==> src/rtl/event_sched_pkg.sv <==
// Shared types and helpers for the event latch scheduler.
package event_sched_pkg;

    typedef enum logic [0:0] {
        IDLE  = 1'b0,
        OFFER = 1'b1
    } state_t;

    // Widened sum, clamped at max_v; counters up to 32 bits.
    function automatic logic [31:0] sat_add(input logic [31:0] a,
                                            input logic [31:0] b,
                                            input logic [31:0] max_v);
        logic [32:0] s;
        s = {1'b0, a} + {1'b0, b};
        return (s > {1'b0, max_v}) ? max_v : s[31:0];
    endfunction

endpackage

==> src/rtl/event_latch_scheduler_if.sv <==
// Valid/ready offer channel from the scheduler to its single consumer.
interface event_latch_scheduler_if #(
    parameter int N = 4
);
    localparam int ID_W = $clog2(N);

    logic            evt_valid;
    logic [ID_W-1:0] evt_id;
    logic            evt_ready;

    modport master (output evt_valid, output evt_id, input evt_ready);
    modport slave  (input evt_valid, input evt_id, output evt_ready);
endinterface

==> src/rtl/event_latch_scheduler_rr_pick.sv <==
// Combinational round-robin picker: first set req bit at or after ptr, wrapping.
module rr_pick #(
    parameter int N    = 4,
    parameter int ID_W = $clog2(N)
) (
    input  logic [N-1:0]    req,
    input  logic [ID_W-1:0] ptr,
    output logic [ID_W-1:0] gnt_id,
    output logic            any_gnt
);
    int unsigned idx;

    always_comb begin
        gnt_id  = '0;
        any_gnt = 1'b0;
        idx     = '0;
        for (int unsigned i = 0; i < unsigned'(N); i++) begin
            idx = (32'(ptr) + i) % unsigned'(N);
            if (!any_gnt && req[idx]) begin
                any_gnt = 1'b1;
                gnt_id  = idx[ID_W-1:0];
            end
        end
    end
endmodule

==> src/rtl/event_latch_scheduler.sv <==
// Sticky event latches with overflow counting, handed out round-robin
// to one consumer over a registered valid/ready offer.
module event_latch_scheduler
    import event_sched_pkg::*;
#(
    parameter int N     = 4,
    parameter int CNT_W = 8
) (
    input  logic                   clk,
    input  logic                   rst,
    input  logic [N-1:0]           event_in,
    input  logic [N-1:0]           mask,
    input  logic                   ovf_clr,
    event_latch_scheduler_if.master evt,
    output logic [N-1:0]           pending,
    output logic [CNT_W-1:0]       overflow_cnt,
    output logic                   busy
);
    localparam int ID_W = $clog2(N);
    localparam logic [CNT_W-1:0] CNT_MAX = '1;

    state_t          state, state_n;
    logic [N-1:0]    prev;
    logic [N-1:0]    rise;
    logic [N-1:0]    clr_v;
    logic [N-1:0]    ovf_hit;
    logic [4:0]      ovf_inc;
    logic [CNT_W-1:0] cnt_base;
    logic [CNT_W-1:0] cnt_n;
    logic [ID_W-1:0] ptr;
    logic [ID_W-1:0] gnt_id;
    logic            any_gnt;
    logic            load;
    logic            accept;

    rr_pick #(.N(N), .ID_W(ID_W)) u_pick (
        .req     (pending & mask),
        .ptr     (ptr),
        .gnt_id  (gnt_id),
        .any_gnt (any_gnt)
    );

    always_comb begin
        state_n = state;
        load    = 1'b0;
        accept  = 1'b0;
        case (state)
            IDLE: begin
                if (any_gnt) begin
                    state_n = OFFER;
                    load    = 1'b1;
                end
            end
            OFFER: begin
                if (evt.evt_ready) begin
                    accept  = 1'b1;
                    state_n = IDLE;
                end
            end
            default: state_n = IDLE;
        endcase
    end

    // A rising edge on the channel being retired re-arms it and is not an overflow.
    always_comb begin
        rise  = event_in & ~prev;
        clr_v = '0;
        if (accept) clr_v[evt.evt_id] = 1'b1;
        ovf_hit = rise & pending & ~clr_v;
        ovf_inc = '0;
        for (int unsigned i = 0; i < unsigned'(N); i++)
            ovf_inc = ovf_inc + {4'b0000, ovf_hit[i]};
        cnt_base = ovf_clr ? '0 : overflow_cnt;
        cnt_n    = CNT_W'(sat_add(32'(cnt_base), 32'(ovf_inc), 32'(CNT_MAX)));
    end

    always_ff @(posedge clk) begin
        if (!rst) begin
            state         <= IDLE;
            prev          <= '0;
            pending       <= '0;
            ptr           <= '0;
            overflow_cnt  <= '0;
            evt.evt_valid <= 1'b0;
            evt.evt_id    <= '0;
            busy          <= 1'b0;
        end else begin
            state         <= state_n;
            prev          <= event_in;
            pending       <= (pending & ~clr_v) | rise;
            overflow_cnt  <= cnt_n;
            evt.evt_valid <= (state_n == OFFER);
            busy          <= (state_n == OFFER);
            if (load) evt.evt_id <= gnt_id;
            if (accept)
                ptr <= (evt.evt_id == ID_W'(N - 1)) ? '0 : evt.evt_id + 1'b1;
        end
    end
endmodule

==> src/flat_wrapper.sv <==
// flat-port wrapper written by rule: the top's interface ports become plain ports
module event_latch_scheduler_flat import event_sched_pkg::*;
#(
    parameter int N     = 4,
    parameter int CNT_W = 8
)
  (clk, rst, event_in, mask, ovf_clr, pending, overflow_cnt, busy, evt_evt_valid, evt_evt_id, evt_evt_ready);
  event_latch_scheduler_if #(.N(N)) evt_i ();
  input  logic clk;
  input  logic rst;
  input  logic [N-1:0] event_in;
  input  logic [N-1:0] mask;
  input  logic ovf_clr;
  output logic [N-1:0] pending;
  output logic [CNT_W-1:0] overflow_cnt;
  output logic busy;
  output wire logic [$bits(evt_i.evt_valid)-1:0] evt_evt_valid;
  output wire logic [$bits(evt_i.evt_id)-1:0] evt_evt_id;
  input wire logic [$bits(evt_i.evt_ready)-1:0] evt_evt_ready;
  assign evt_evt_valid = evt_i.evt_valid;
  assign evt_evt_id = evt_i.evt_id;
  assign evt_i.evt_ready = evt_evt_ready;
  event_latch_scheduler #(.N(N), .CNT_W(CNT_W)) u_core (.clk(clk), .rst(rst), .event_in(event_in), .mask(mask), .ovf_clr(ovf_clr), .evt(evt_i), .pending(pending), .overflow_cnt(overflow_cnt), .busy(busy));
endmodule
==> config.mk <==
export PLATFORM = sky130hd
export DESIGN_NAME = event_latch_scheduler_flat
export DESIGN_NICKNAME = d
export VERILOG_FILES = /design/src/rtl/event_sched_pkg.sv /design/src/rtl/event_latch_scheduler_if.sv /design/src/rtl/event_latch_scheduler_rr_pick.sv /design/src/rtl/event_latch_scheduler.sv /design/src/flat_wrapper.sv
export SDC_FILE = /design/constraint.sdc
export NUM_CORES = 1
export LEC_CHECK = 0
export CAP_MARGIN = 20
export CORE_ASPECT_RATIO = 0.6
export CORE_UTILIZATION = 51
export CTS_CLUSTER_DIAMETER = 120
export DETAILED_ROUTE_END_ITERATION = 7
export GPL_TIMING_DRIVEN = 0
export PLACE_DENSITY = 0.92
export RECOVER_POWER = 100
export SLEW_MARGIN = 5
export SYNTH_ARGS = -nofsm -noshare
export SYNTH_HDL_FRONTEND = slang
export SYNTH_SLANG_ARGS = --single-unit
==> constraint.sdc <==
create_clock -name clk -period 8.96 [get_ports clk]
set_input_delay 1.344 -clock clk [delete_from_list [all_inputs] [get_ports clk]]
set_output_delay 1.344 -clock clk [all_outputs]
set_load 0.01 [all_outputs]
==> results of run 1 <==
==> metal layers <==
layer | up-vias | share of wire (%)
met5 | - | 0
li1 | 514 | -
met1 | 471 | 49
met2 | 33 | 44
met4 | 0 | 1.5
met3 | 6 | 6.0
==> cell families after synthesis <==
kind of cell | Yosys count | synth area share, %
mux | 1 | 1.95
flops | 21 | 36.4
xor+xnor | 3 | 2.27
compound gates | 27 | 15.9
fa+ha+maj | 11 | 13.2
buf+inv | 12 | 4.87
simple gates | 56 | 25.4
==> flip-flops by register name, summed over array words and instances (netlist names) <==
signal and flops:
u_core.overflow_cnt 8, u_core.evt.evt_id 2, u_core.prev 4, u_core.evt.evt_valid 1, u_core.ptr 2, u_core.pending 4
==> power groups by stage <==
| stage | Sequential [uW] | Combinational, uW | Clock (uW) |
|---|---|---|---|
| 2_1_floorplan | 106 | 19.3 | 0 |
| 3_3_place_gp | 105 | 38.3 | 0 |
| 3_5_place_dp | 106 | 40.2 | 0 |
| 4_1_cts | 104 | 40.3 | 61.4 |
| 5_1_grt | 104 | 42.6 | 66.5 |
| 6_report | 104 | 38.5 | 61.5 |
==> worst max-delay path: stages <==
cell and delay (ps):
dlygate4sd3_1 540, and2_0 320, nand2_1 100, nand2_1 100
nor2_1 50, ha_1 280, inv_1 50, fa_1 500
inv_1 40, ha_1 230, fa_1 430, a21o_1 240
and4_2 210, clkbuf_1 170, o311a_1 350
==> final timing paths <==
check | depth (start not counted) | start | slack, ps | to
worst max-delay path | 15 | evt_evt_ready | 4150 | u_core.overflow_cnt[5]
worst min-delay path | 2 | u_core.pending[3] | 510 | u_core.pending[3]
worst max register to register | 14 | u_core.evt.evt_valid | 5290 | u_core.overflow_cnt[5]
worst min register to register | 2 | u_core.pending[3] | 510 | u_core.pending[3]
==> cell usage in the layout, fill, tap and decap left out, types with 4 or more instances in the layout <==
| cell | synthesis | routed |
|---|---|---|
| inv_1 | 8 | 8 |
| and2_0 | 0 | 4 |
| nand2_1 | 19 | 19 |
| clkbuf_1 | 2 | 4 |
| and2b_1 | 5 | 5 |
| nand2b_1 | 5 | 5 |
| nor2_1 | 9 | 9 |
| dlygate4sd3_1 | 0 | 20 |
| dfxtp_1 | 21 | 21 |
| clkdlybuf4s50_1 | 0 | 7 |
| ha_1 | 9 | 9 |
| a21oi_1 | 9 | 9 |
==> through the flow <==
step / util [%] / hold slack, ps / instance area [sq um] / instances / total power, uW
2_1_floorplan: - / 464 / 1160 / 131 / 126
3_3_place_gp: 73.7 / 484 / 1460 / 186 / 144
3_5_place_dp: 73.7 / 503 / 1460 / 186 / 146
4_1_cts: 76.0 / 512 / 1510 / 190 / 205
5_1_grt: 75.6 / 541 / 1500 / 190 / 213
6_report: 75.6 / 510 / 1500 / 190 / 204
==> final cells by class <==
| cell class | instances | area, sq um |
|---|---|---|
| multi-input cells | 98 | 678 |
| fillers | 149 | 484 |
| flip-flops and latches | 21 | 420 |
| repair buffers | 27 | 270 |
| clock buffers | 4 | 45.0 |
| well taps | 28 | 35.0 |
| inverters | 8 | 30.0 |
| plain buffers | 4 | 18.8 |
==> results.txt, run 1 <==
----------------------------------------------------
[Clock tree]
  Maximum root-to-sink buffer count ... 2
  Post CTS Setup Buffer Count ... 0
  TritonCTS sink count ... 21
  Clock tree from TritonCTS ... done
  Total of cells resized after clock tree synthesis ... 0
  Post-CTS clock slew at the launch and capture registers of the worst setup and hold paths ... 70 ps
  Inserted Clock Buffers ... 3
  H-tree depth ... 1
  Cell chosen for the clock root ... clkbuf_8
  Clock latency on the worst-skew pair ... 260 ps
  CTS Hold Buffers Added ... 0

[Worst setup path]
  Arrival time worst endpoint ... 4960 ps
  Kind of start point of the critical path ... primary input
  Kind of end point of the critical path ... flip-flop
  WP data required ... 9110 ps
  Kind of critical path ... in2reg
  Worst-path fanout max ... 6

[Min path]
  Type of the tightest min-delay check ... reg2reg

[Logic synthesis]
  Proportion of synthesized flip-flops having asynchronous set or reset ... 0%
  Top cells by area in the synthesized netlist ... dfxtp_1 36%, ha_1 9.7%, nand2_1 6.2%
  Part of the Yosys area used for sequential elements ... 36.4%
  Synthesized instance count ... 131
  Most used flip-flop cell after synthesis ... dfxtp_1
  Synth Net Count ... 154
  Yosys top cell by area ... dfxtp_1
  Top cell types by occurrence after synthesis ... 21 x dfxtp_1, 19 x nand2_1, 9 x a21oi_1, 9 x ha_1, 9 x nor2_1
  Post-synth EDFFs ... 0
  Yosys warns ... 0
  Most used standard cell by instance count after synthesis ... dfxtp_1
  Number of flip-flops and latches in the synthesized netlist ... 21
  Cell area after synthesis ... 1160 sq um
  Mapped Avg Cell Area ... 8.83 sq um
  Post-synth cell types ... 38
  Fraction of post-synthesis cell area in the top cell type by area ... 36.4%

[GRT]
  First-pass GRT wire length ... 4.61 mm
  Initial antenna violation count ... 0
  Vias in the first global route ... 981
  Met1 layer usage reported by global route ... 32.6%
  Global routing usage on met3 ... 9.12%
  GRT Residual Overflow ... 0
  Maximum number of pins on one net before global-route repair ... 12
  Total global routing track utilization ... 26.0%
  Layer with the highest usage after global routing ... met2
  Met2 Resource Use GR ... 40.7%

[STA]
  Final number of setup-violating endpoints ... 0
  Max Clk Rate ... 208 MHz
  Transition time at the pin with the least slew margin ... 472 ps
  Setup TNS ... 0 ps
  Worst rel slew slack ... 68.5%
  Total count of max-transition violations in the final report ... 0
  Worst Slack Setup Final ... 4150 ps
  Post-route fraction of the period consumed by the critical path ... 53.7%
  Clock Skew ... 5.63 ps
  Shortest period the worst path allows ... 4810 ps
  Count of final hold-check violations ... 0
  Setup repair after global routing missed its margin ... false

[Power and ir drop]
  Switch share ... 26.3%
  Peak supply drop ... 0.000137 V
  Internal Power ... 150 uW
  Pleak ... 0.000695 uW
  Part of the power in combinational logic ... 18.9%
  Part of the power in registers ... 50.9%
  Power per cell area ... 136 nW/um^2
  Sw power ... 53.7 uW
  Clk network pwr share ... 30.2%

[Placement]
  HPWL reported at the end of detailed placement ... 2.28 mm
  Port Buffers ... 27
  GP Congestion ... 0.913
  Place WS ... 4180 ps

[Die]
  Std-Cell Rows ... 12
  Area of the die ... 2470 sq um
  Die extent in x ... 63.5 um
  Core Area ... 1980 sq um
  Number of ports placed on the die boundary ... 28
  Initial Util ... 58.3%
  Die Y-Extent ... 38.9 um

[Route]
  Wire length per cell ... 14.9 um
  Number of routed nets with antenna violations ... 0
  Total number of vias ... 1024
  Post-detailed-routing wire length ... 2.83 mm
  Number of iterations in the first detailed-routing pass ... 4
  Drt drc ... 0
  Number of vias per cell ... 5.39
  Initial DRC Count ... 84

[Cells and area]
  Relative area change from synthesis to final layout ... 29.5%
  Count of inserted antenna diode cells ... 0
  Layout cells sized above 1 ... 5.56%
  Number of nets in the final layout ... 186

[Status]
  Run status ... finished clean

[Job]
  Count of maximum capacitance violations ... 0

----------------------------------------------------
No activity file was read; power rests on OpenSTA's default activity.
==> inputs of run 2 (changes only) <==
--- a/config.mk
+++ b/config.mk
@@ -7,11 +7,11 @@
 export LEC_CHECK = 0
 export CAP_MARGIN = 20
 export CORE_ASPECT_RATIO = 0.6
-export CORE_UTILIZATION = 51
+export CORE_UTILIZATION = 48
 export CTS_CLUSTER_DIAMETER = 120
 export DETAILED_ROUTE_END_ITERATION = 7
 export GPL_TIMING_DRIVEN = 0
-export PLACE_DENSITY = 0.92
+export PLACE_DENSITY = 0.88
 export RECOVER_POWER = 100
 export SLEW_MARGIN = 5
 export SYNTH_ARGS = -nofsm -noshare
==> constraint.sdc (replaced) <==
create_clock -name clk -period 4.65 [get_ports clk]
set_input_delay 0.6975 -clock clk [delete_from_list [all_inputs] [get_ports clk]]
set_output_delay 0.6975 -clock clk [all_outputs]
set_load 0.01 [all_outputs]
==> run 2 against run 1 <==
  * Clock-buffer cell count down 1
  * Via count up 4.0%
  * Non-clock buffer count unchanged
  * Sequential cell count unchanged
  * Combinational power up 93%
  * Die area up 6.0%
  * Clock power up 98%
  * First-iteration DRC count down 54%
  * Critical path type unchanged
  * Critical endpoint unchanged
  * Largest cell class unchanged
==> results.txt, run 2 (synthesis gave the netlist of run 1 again) <==
----------------------------------------------------
[Worst setup path]
  Arrival time worst endpoint ... 4300 ps (-660 ps)
  Kind of critical path ... in2reg
  Kind of start point of the critical path ... primary input
  Capture instance of the worst register-to-register path ... u_core.overflow_cnt[5]
  Kind of end point of the critical path ... flip-flop
  WP data required ... 4810 ps (-4300 ps)
  Worst-path fanout max ... 6 (unchanged)
  Worst setup endpoint ... u_core.overflow_cnt[5]
  Critical path origin ... evt_evt_ready
  Register-to-Register Path Depth ... 14 (unchanged)
  Internal reg-to-reg setup slack ... 1000 ps (-4290 ps)
  Critical register-to-register path startpoint ... u_core.evt.evt_valid

[Die]
  Std-Cell Rows ... 13 (+1)
  Number of ports placed on the die boundary ... 28 (unchanged)
  Die extent in x ... 65.4 um (+3.0%)
  Core Area ... 2210 sq um (+12%)
  Area of the die ... 2620 sq um (+6.0%)
  Initial Util ... 52.3% (-6.1 points)
  Die Y-Extent ... 40.0 um (+2.9%)

[Clock tree]
  Post CTS Setup Buffer Count ... 0 (unchanged)
  Clock latency on the worst-skew pair ... 270 ps (about the same)
  H-tree depth ... 1 (unchanged)
  Maximum root-to-sink buffer count ... 2 (unchanged)
  CTS Hold Buffers Added ... 0 (unchanged)
  Clock tree from TritonCTS ... done
  Cell chosen for the clock root ... clkbuf_8
  TritonCTS sink count ... 21 (unchanged)
  Post-CTS clock slew at the launch and capture registers of the worst setup and hold paths ... 80 ps (about the same)
  Total of cells resized after clock tree synthesis ... 0 (unchanged)
  Inserted Clock Buffers ... 3 (unchanged)

[STA]
  Worst rel slew slack ... 66.8% (-1.7 points)
  Setup repair after global routing missed its margin ... false
  Final number of setup-violating endpoints ... 0 (unchanged)
  Max Clk Rate ... 242 MHz
  Transition time at the pin with the least slew margin ... 497 ps (+25.6 ps)
  Clock Skew ... 2.58 ps (-3.05 ps)
  Count of final hold-check violations ... 0 (unchanged)
  Total count of max-transition violations in the final report ... 0 (unchanged)
  Worst Slack Setup Final ... 512 ps (-3640 ps)
  Post-route fraction of the period consumed by the critical path ... 89.0%
  Setup TNS ... 0 ps (unchanged)
  Shortest period the worst path allows ... 4140 ps

[Cells and area]
  Number of fillers in the final layout ... 188 (+26%)
  Relative area change from synthesis to final layout ... 29.9%
  Number of flip-flops in the largest register ... 8 (unchanged)
  Leading cell type in the layout, fill and taps excluded ... dfxtp_1
  Register bank with the most flops ... u_core.overflow_cnt
  Count of inserted antenna diode cells ... 0 (unchanged)
  Final core utilization ... 67.9% (-7.7 points)
  Commonest non-fill, non-tap cells in the layout ... 21 x dfxtp_1, 19 x nand2_1, 19 x dlygate4sd3_1
  Biggest regs ... u_core.overflow_cnt: 8 flops, u_core.pending: 4 flops, u_core.prev: 4 flops
  Layout cells sized above 1 ... 6.17% (+0.62 points)
  Number of nets in the final layout ... 186 (unchanged)

[Power and ir drop]
  Peak supply drop ... 0.000162 V (+18%)
  Power per cell area ... 264 nW/um^2 (+94%)
  Pleak ... 0.000698 uW (+0.35%)

[GRT]
  Total global routing track utilization ... 24.7% (-1.2 points)
  First-pass GRT wire length ... 4.44 mm (-3.8%)
  Initial antenna violation count ... 0 (unchanged)
  Maximum number of pins on one net before global-route repair ... 13 (+1)
  GRT Residual Overflow ... 0 (unchanged)
  Vias in the first global route ... 1019 (+3.9%)

[Placement]
  HPWL reported at the end of detailed placement ... 2.24 mm (-1.4%)
  Place WS ... 525 ps (-3660 ps)
  Port Buffers ... 27 (unchanged)
  GP Congestion ... 0.903 (-1.0%)

[Status]
  Run status ... finished clean

[Job]
  Count of maximum capacitance violations ... 0 (unchanged)

[Route]
  Post-detailed-routing wire length ... 2.88 mm (+1.6%)
  Initial DRC Count ... 39 (-54%)
  Number of routed nets with antenna violations ... 0 (unchanged)
  Wire length per cell ... 15.0 um (+0.57%)
  Number of iterations in the first detailed-routing pass ... 7 (+3)
  Total number of vias ... 1065 (+4.0%)
  Number of vias per cell ... 5.55 (+2.9%)
  Drt drc ... 0 (unchanged)

[Min path]
  Type of the tightest min-delay check ... reg2reg

----------------------------------------------------
## run 2: cell types whose count changed in the layout (fill, tap and decap cells not counted), sizes merged
cell,before,now
clkinv,0,1
clkbuf,7,6
dlygate4sd3,20,19
clkdlybuf4s50,7,8
## run 2: metal layers
layer | up-vias | GRT usage, % | wire length [um]
met5 | - | 0 | 0
met4 | 0 | 16.3 | 112
met3 | 13 | 7.67 | 188
met2 | 49 | 43.6 | 1330
met1 | 491 | 27.2 | 1240
li1 | 512 | - | -
## run 2: final cells by class
| class | instances | area [sq um] | area share, % |
|---|---|---|---|
| buffer | 4 | 18.8 | 1.25 |
| clock buffer | 3 | 41.3 | 2.75 |
| clock inverter | 1 | 5.00 | 0.333 |
| inverter | 8 | 30.0 | 2.00 |
| multi-input combinational | 98 | 678 | 45.2 |
| sequential | 21 | 420 | 28.0 |
| tap | 30 | 37.5 | 2.50 |
| timing repair buffer | 27 | 270 | 18.0 |
## run 2: worst min-delay path by stage
stage | start | endpoint | depth (start not counted)
floorplan | u_core.ptr[1] | u_core.ptr[1] | 2
global placement | u_core.pending[3] | u_core.pending[3] | 2
detailed placement | u_core.ptr[1] | u_core.ptr[1] | 2
CTS | u_core.ptr[1] | u_core.ptr[1] | 2
global route | u_core.ptr[1] | u_core.ptr[1] | 2
finish | u_core.ptr[1] | u_core.ptr[1] | 2
## run 2: critical path, cell delays in order
cell and delay [ps]:
dlygate4sd3_1 540, and2_0 310, nand2_1 100, nand2_1 100
nor2_1 50, ha_1 270, inv_1 50, fa_1 510
inv_1 50, ha_1 220, fa_1 420, a21o_1 240
and4_2 210, clkbuf_1 180, o311a_1 350
## run 2: stage by stage
| stage | hold WS, ps | std cells | power [uW] | instance area (sq um) |
|---|---|---|---|---|
| final | 522 | 192 | 396 | 1500 |
| after global routing | 557 | 192 | 417 | 1500 |
| after CTS | 518 | 192 | 401 | 1510 |
| after detailed placement | 507 | 188 | 281 | 1460 |
| after global placement | 489 | 188 | 276 | 1460 |
| after floorplan | 464 | 131 | 242 | 1160 |
## run 2: report_power, final
part,internal (uW),switching (uW)
clock,59.9,62.1
combinational,38.3,36.0
sequential,190,9.63
==> variant 1, RTL diff (flow settings as in run 1) <==
`CNT_W` is set to 8 in 2 places; all go to 9.
--- a/src/rtl/event_latch_scheduler.sv
+++ b/src/rtl/event_latch_scheduler.sv
@@ -6,3 +6,3 @@
     parameter int N     = 4,
-    parameter int CNT_W = 8
+    parameter int CNT_W = 9
 ) (
--- a/src/flat_wrapper.sv
+++ b/src/flat_wrapper.sv
@@ -4,3 +4,3 @@
     parameter int N     = 4,
-    parameter int CNT_W = 8
+    parameter int CNT_W = 9
 )
Ports: changed (resized overflow_cnt); port bits go from 28 to 29. No check against the original RTL was run, so the function may have changed too.
==> variant 1 against run 1 <==
  * Setup slack worse by 0.36 ns
  * Synthesized cell count is 6.1% higher
  * Wire length is 17% higher
  * Register-to-register slack worse by 0.34 ns
  * Sequential cell count is 1 higher
  * Total power is 7.9% higher
  * Final area is 6.6% higher
  * Clock skew is 0.00091 ns lower
  * Worst hold slack better by 0.011 ns
  * Count of clock-buffer cells in the layout stayed put
  * Combinational power is 4% higher
  * Area after synthesis is 7.4% higher
  * Clock power is 17% higher
  * Die area is 7.1% higher
==> variant 1: results (changes against run 1) <==
- Root Buffer: clkbuf_8 (unchanged)
- Worst relative slew slack: 36.31% (was 68.55%)
- Post-CTS setup buffers: 0 (unchanged)
- Syn Inst Count: 139 (was 131)
- Worst Path Arrival: 5.29 ns (was 4.96 ns)
- Crit-path slowest cell: nor3b_1 (was dlygate4sd3_1)
- Switch share: 26.12% (was 26.34%)
- Register area share after synthesis: 35.48% (was 36.36%)
- Yosys cell types: 41 (was 38)
- PortBufs: 28 (was 27)
- Synth top area cells: dfxtp_1 35%, ha_1 9.1%, a21oi_1 4.8%, nand2_1 4.5%, nand2b_1 3.5% (was dfxtp_1 36%, ha_1 9.7%, nand2_1 6.2%, a21oi_1 3.9%, fa_1 3.5%)
- Largest net degree at the start of global routing: 13 (was 12)
- Top delay family on crit path: simple AND/OR/NAND/NOR gates (was adder cells)
- Adder-cell share of the synthesized area: 12.30% (was 13.20%)
- Register share of total power: 49.1% (was 50.9%)
- Fraction of registers with async set/reset: 0% (unchanged)
- Crit-path max FO: 9 (was 6)
- Final Non-Filler Cells: 201 (was 190)
- Post-synthesis mux area share: 1.815% (was 1.948%)
- Pleak: 0.0006965 µW (was 0.0006951 µW)
- Vias: 1,161 (was 1,024)
- RePlAce Congestion: 0.9127 (was 0.9126)
- Met3 wire len: 202 µm (was 169 µm)
- First-pass GRT wire length: 5.168 mm (was 4.609 mm)
- Met2 routed WL: 1.525 mm (was 1.240 mm)
- Met1 GRT Util: 34.52% (was 32.62%)
- DR iter-0 viols: 82 (was 84)
- CTS buffer count: 3 (unchanged)
- Syn nets: 162 (was 154)
- Status: finished clean (unchanged)
- Xor/xnor cell area share of the yosys netlist: 1.411% (was 2.273%)
- Pre-Repair DR Iteration Count: 4 (unchanged)
- Commonest cells post-synth: 22 x dfxtp_1, 15 x nand2_1, 12 x a21oi_1, 11 x inv_1, 9 x ha_1 (was 21 x dfxtp_1, 19 x nand2_1, 9 x a21oi_1, 9 x ha_1, 9 x nor2_1)
- Gr usage total: 27.57% (was 25.97%)
- Compound-Gate Fraction of Synth Area: 19.15% (was 15.91%)
- Largest registers: u_core.overflow_cnt: 9 flops, u_core.pending: 4 flops, u_core.prev: 4 flops (was u_core.overflow_cnt: 8 flops, u_core.pending: 4 flops, u_core.prev: 4 flops)
- Peak VDD IR: 0.00007202 V (was 0.0001372 V)
- DP Wirelength: 2.522 mm (was 2.275 mm)
- Worst clock skew: 0.004714 ns (was 0.005628 ns)
- Clock power share: 32.7% (was 30.2%)
- Layout cells sized above 1: 6.433% (was 5.556%)
- Reg clk slew, reported paths: 0.08 ns
- Met3 GRT Util: 8.807% (was 9.118%)
- Max stage delay on crit path: 0.79 ns (was 0.54 ns)
- Vias in the first global route: 1,136 (was 981)
- Met1 Wirelength: 1.485 mm (was 1.377 mm)
- GR Util met2: 44.64% (was 40.69%)
- Drt total wl: 3.317 mm (was 2.829 mm)
- Top sig layer: met4 (unchanged)
-- variant 1: final cells by class --
class	count	area [µm²]
buffer	4	22.52
fill	167	631.9
tap	30	37.54
multi-input combinational	102	719.4
clock buffer	4	55.05
inverter	11	41.29
sequential	22	440.4
timing repair buffer	28	280.3
-- variant 1: final timing paths --
kind | slack (ns) | to | cells after the start | startpoint
max | 3.79 | u_core.overflow_cnt[8] | 15 | evt_evt_ready
min | 0.52 | u_core.pending[2] | 2 | u_core.prev[2]
max reg2reg | 4.95 | u_core.overflow_cnt[8] | 14 | u_core.evt.evt_valid
min reg2reg | 0.52 | u_core.pending[2] | 2 | u_core.prev[2]
-- variant 1: metrics by stage --
step                hold WS, ns  utilization, %  power [µW]  setup WS, ns  area, µm²
floorplan                0.4674               -       130.9         4.945       1241
global placement         0.4861           69.96       148.5         4.288       1559
detailed placement       0.5015           69.96       151.8         4.133       1559
CTS                      0.5225           72.43       222.7         4.360       1614
global route             0.5570           71.65       229.2         3.620       1597
finish                   0.5210           71.65       219.9         3.793       1597
==> variant 2, RTL diff (settings of run 1) <==
Made on the original files. `pending` no longer has a reset.
--- a/src/rtl/event_latch_scheduler.sv
+++ b/src/rtl/event_latch_scheduler.sv
@@ -80,3 +80,2 @@
             prev          <= '0;
-            pending       <= '0;
             ptr           <= '0;
@@ -89,3 +88,2 @@
             prev          <= event_in;
-            pending       <= (pending & ~clr_v) | rise;
             overflow_cnt  <= cnt_n;
@@ -98,2 +96,6 @@
     end
+
+    always_ff @(posedge clk) begin
+        pending <= (pending & ~clr_v) | rise;
+    end
 endmodule
Formal check against the unedited RTL: not equivalent (Yosys sat finds a counterexample within 4 cycles, from zero or initial values and one cycle with rst low).
==> variant 2 against run 1 <==
  * Utilization is 1.4 points lower
  * Final area is 1.8% lower
  * Sequential cell count stayed put
  * Total power grew 8.2%
  * Area after synthesis fell by 0.54%
  * Wire length is 9.8% lower
  * Setup slack gained 0.13 ns
  * Highest routed layer unchanged
  * Clock power barely moved
==> variant 2: results (changes against run 1) <==
- First-pass GRT wire length: 4.153 mm (was 4.609 mm)
- Pre-CTS setup slack: 4.462 ns (was 4.183 ns)
- RePlAce Congestion: 0.8309 (was 0.9126)
- Worst-margin pin slew: 1.012 ns (was 0.4718 ns)
- Commonest cells post-synth: 21 x dfxtp_1, 19 x nand2_1, 9 x ha_1, 9 x inv_1, 7 x nor2_1 (was 21 x dfxtp_1, 19 x nand2_1, 9 x a21oi_1, 9 x ha_1, 9 x nor2_1)
- DR iter-0 viols: 77 (was 84)
- Syn Inst Count: 128 (was 131)
- Layout cells sized above 1: 4.430% (was 5.556%)
- Hold depth: 1 (was 2)
- Worst clock skew: 0.006791 ns (was 0.005628 ns)
- Synth top area cells: dfxtp_1 37%, ha_1 9.8%, nand2_1 6.2%, fa_1 3.5%, and2_1 3.3% (was dfxtp_1 36%, ha_1 9.7%, nand2_1 6.2%, a21oi_1 3.9%, fa_1 3.5%)
- Fill cells: 146 (was 149)
- Vias in the first global route: 949 (was 981)
- Gr usage total: 23.62% (was 25.97%)
- Yosys cell types: 40 (was 38)
- Drt total wl: 2.553 mm (was 2.829 mm)
- Register area share after synthesis: 36.56% (was 36.36%)
- Worst Path Arrival: 4.88 ns (was 4.96 ns)
- Crit-path max FO: 5 (was 6)
- Post-synthesis mux area share: 0% (was 1.948%)
- Via density: 5.425 (was 5.389)
- Max stage delay on crit path: 0.89 ns (was 0.54 ns)
- PortBufs: 26 (was 27)
- Status: finished clean (unchanged)
- Vias: 1,009 (was 1,024)
- DP Wirelength: 1.965 mm (was 2.275 mm)
- Cell Area, Placed: 1445 µm² (was 1461 µm²)
- Peak VDD IR: 0.0001540 V (was 0.0001372 V)
- Adder-cell share of the synthesized area: 13.28% (was 13.20%)
- Compound-Gate Fraction of Synth Area: 18.06% (was 15.91%)
==> variant 2: cell type report <==
class / instances / area, µm² / area share, %
Clock buffer: 4 / 45.04 / 3.064
Buffer: 3 / 15.01 / 1.021
Timing Repair Buffer: 26 / 260.3 / 17.70
Sequential cell: 21 / 420.4 / 28.60
Multi-Input combinational cell: 95 / 660.6 / 44.94
Tap cell: 28 / 35.03 / 2.383
Inverter: 9 / 33.78 / 2.298
==> variant 2: worst paths after layout <==
kind	startpoint	end	slack (ns)
hold / removal	u_core.prev[3]	u_core.pending[3]	0.45
setup reg to reg	u_core.evt.evt_id[0]	u_core.overflow_cnt[5]	5.40
hold reg to reg	u_core.prev[3]	u_core.pending[3]	0.45
setup / recovery	evt_evt_ready	u_core.overflow_cnt[5]	4.28
==> variant 2: per-layer routing <==
metal	up-vias	track usage, %	share of wire [%]
li1	504	-	-
met1	459	28.83	48
met2	40	40.32	44
met3	6	7.941	6.1
met4	0	7.386	1.6
met5	-	0	0
==> variant 2: worst max-delay path, delay by kind of cell <==
kind	cells	cell delay [ns]
simple gates	7	1.61
buf+inv	3	0.68
compound gates	1	0.15
fa+ha+maj	4	1.10
==> variant 2: logic make-up after synthesis <==
kind of cell,count (synthesis)
AND/OR/NAND/NOR,52
AO/OA/AOI/OAI,29
flip-flops,21
buffers and inverters,12
adder cells (fa/ha/maj),11
XOR/XNOR,3
==> variant 2: power by group through the flow <==
stage / Combinational [µW] / Clock (µW) / Sequential (µW)
after CTS: 55.6 / 62.9 / 106
after detailed placement: 54.5 / 0 / 108
after global routing: 58.7 / 66.4 / 107
final: 52.7 / 61.5 / 106
after global placement: 53.0 / 0 / 108
after floorplan: 29.5 / 0 / 109
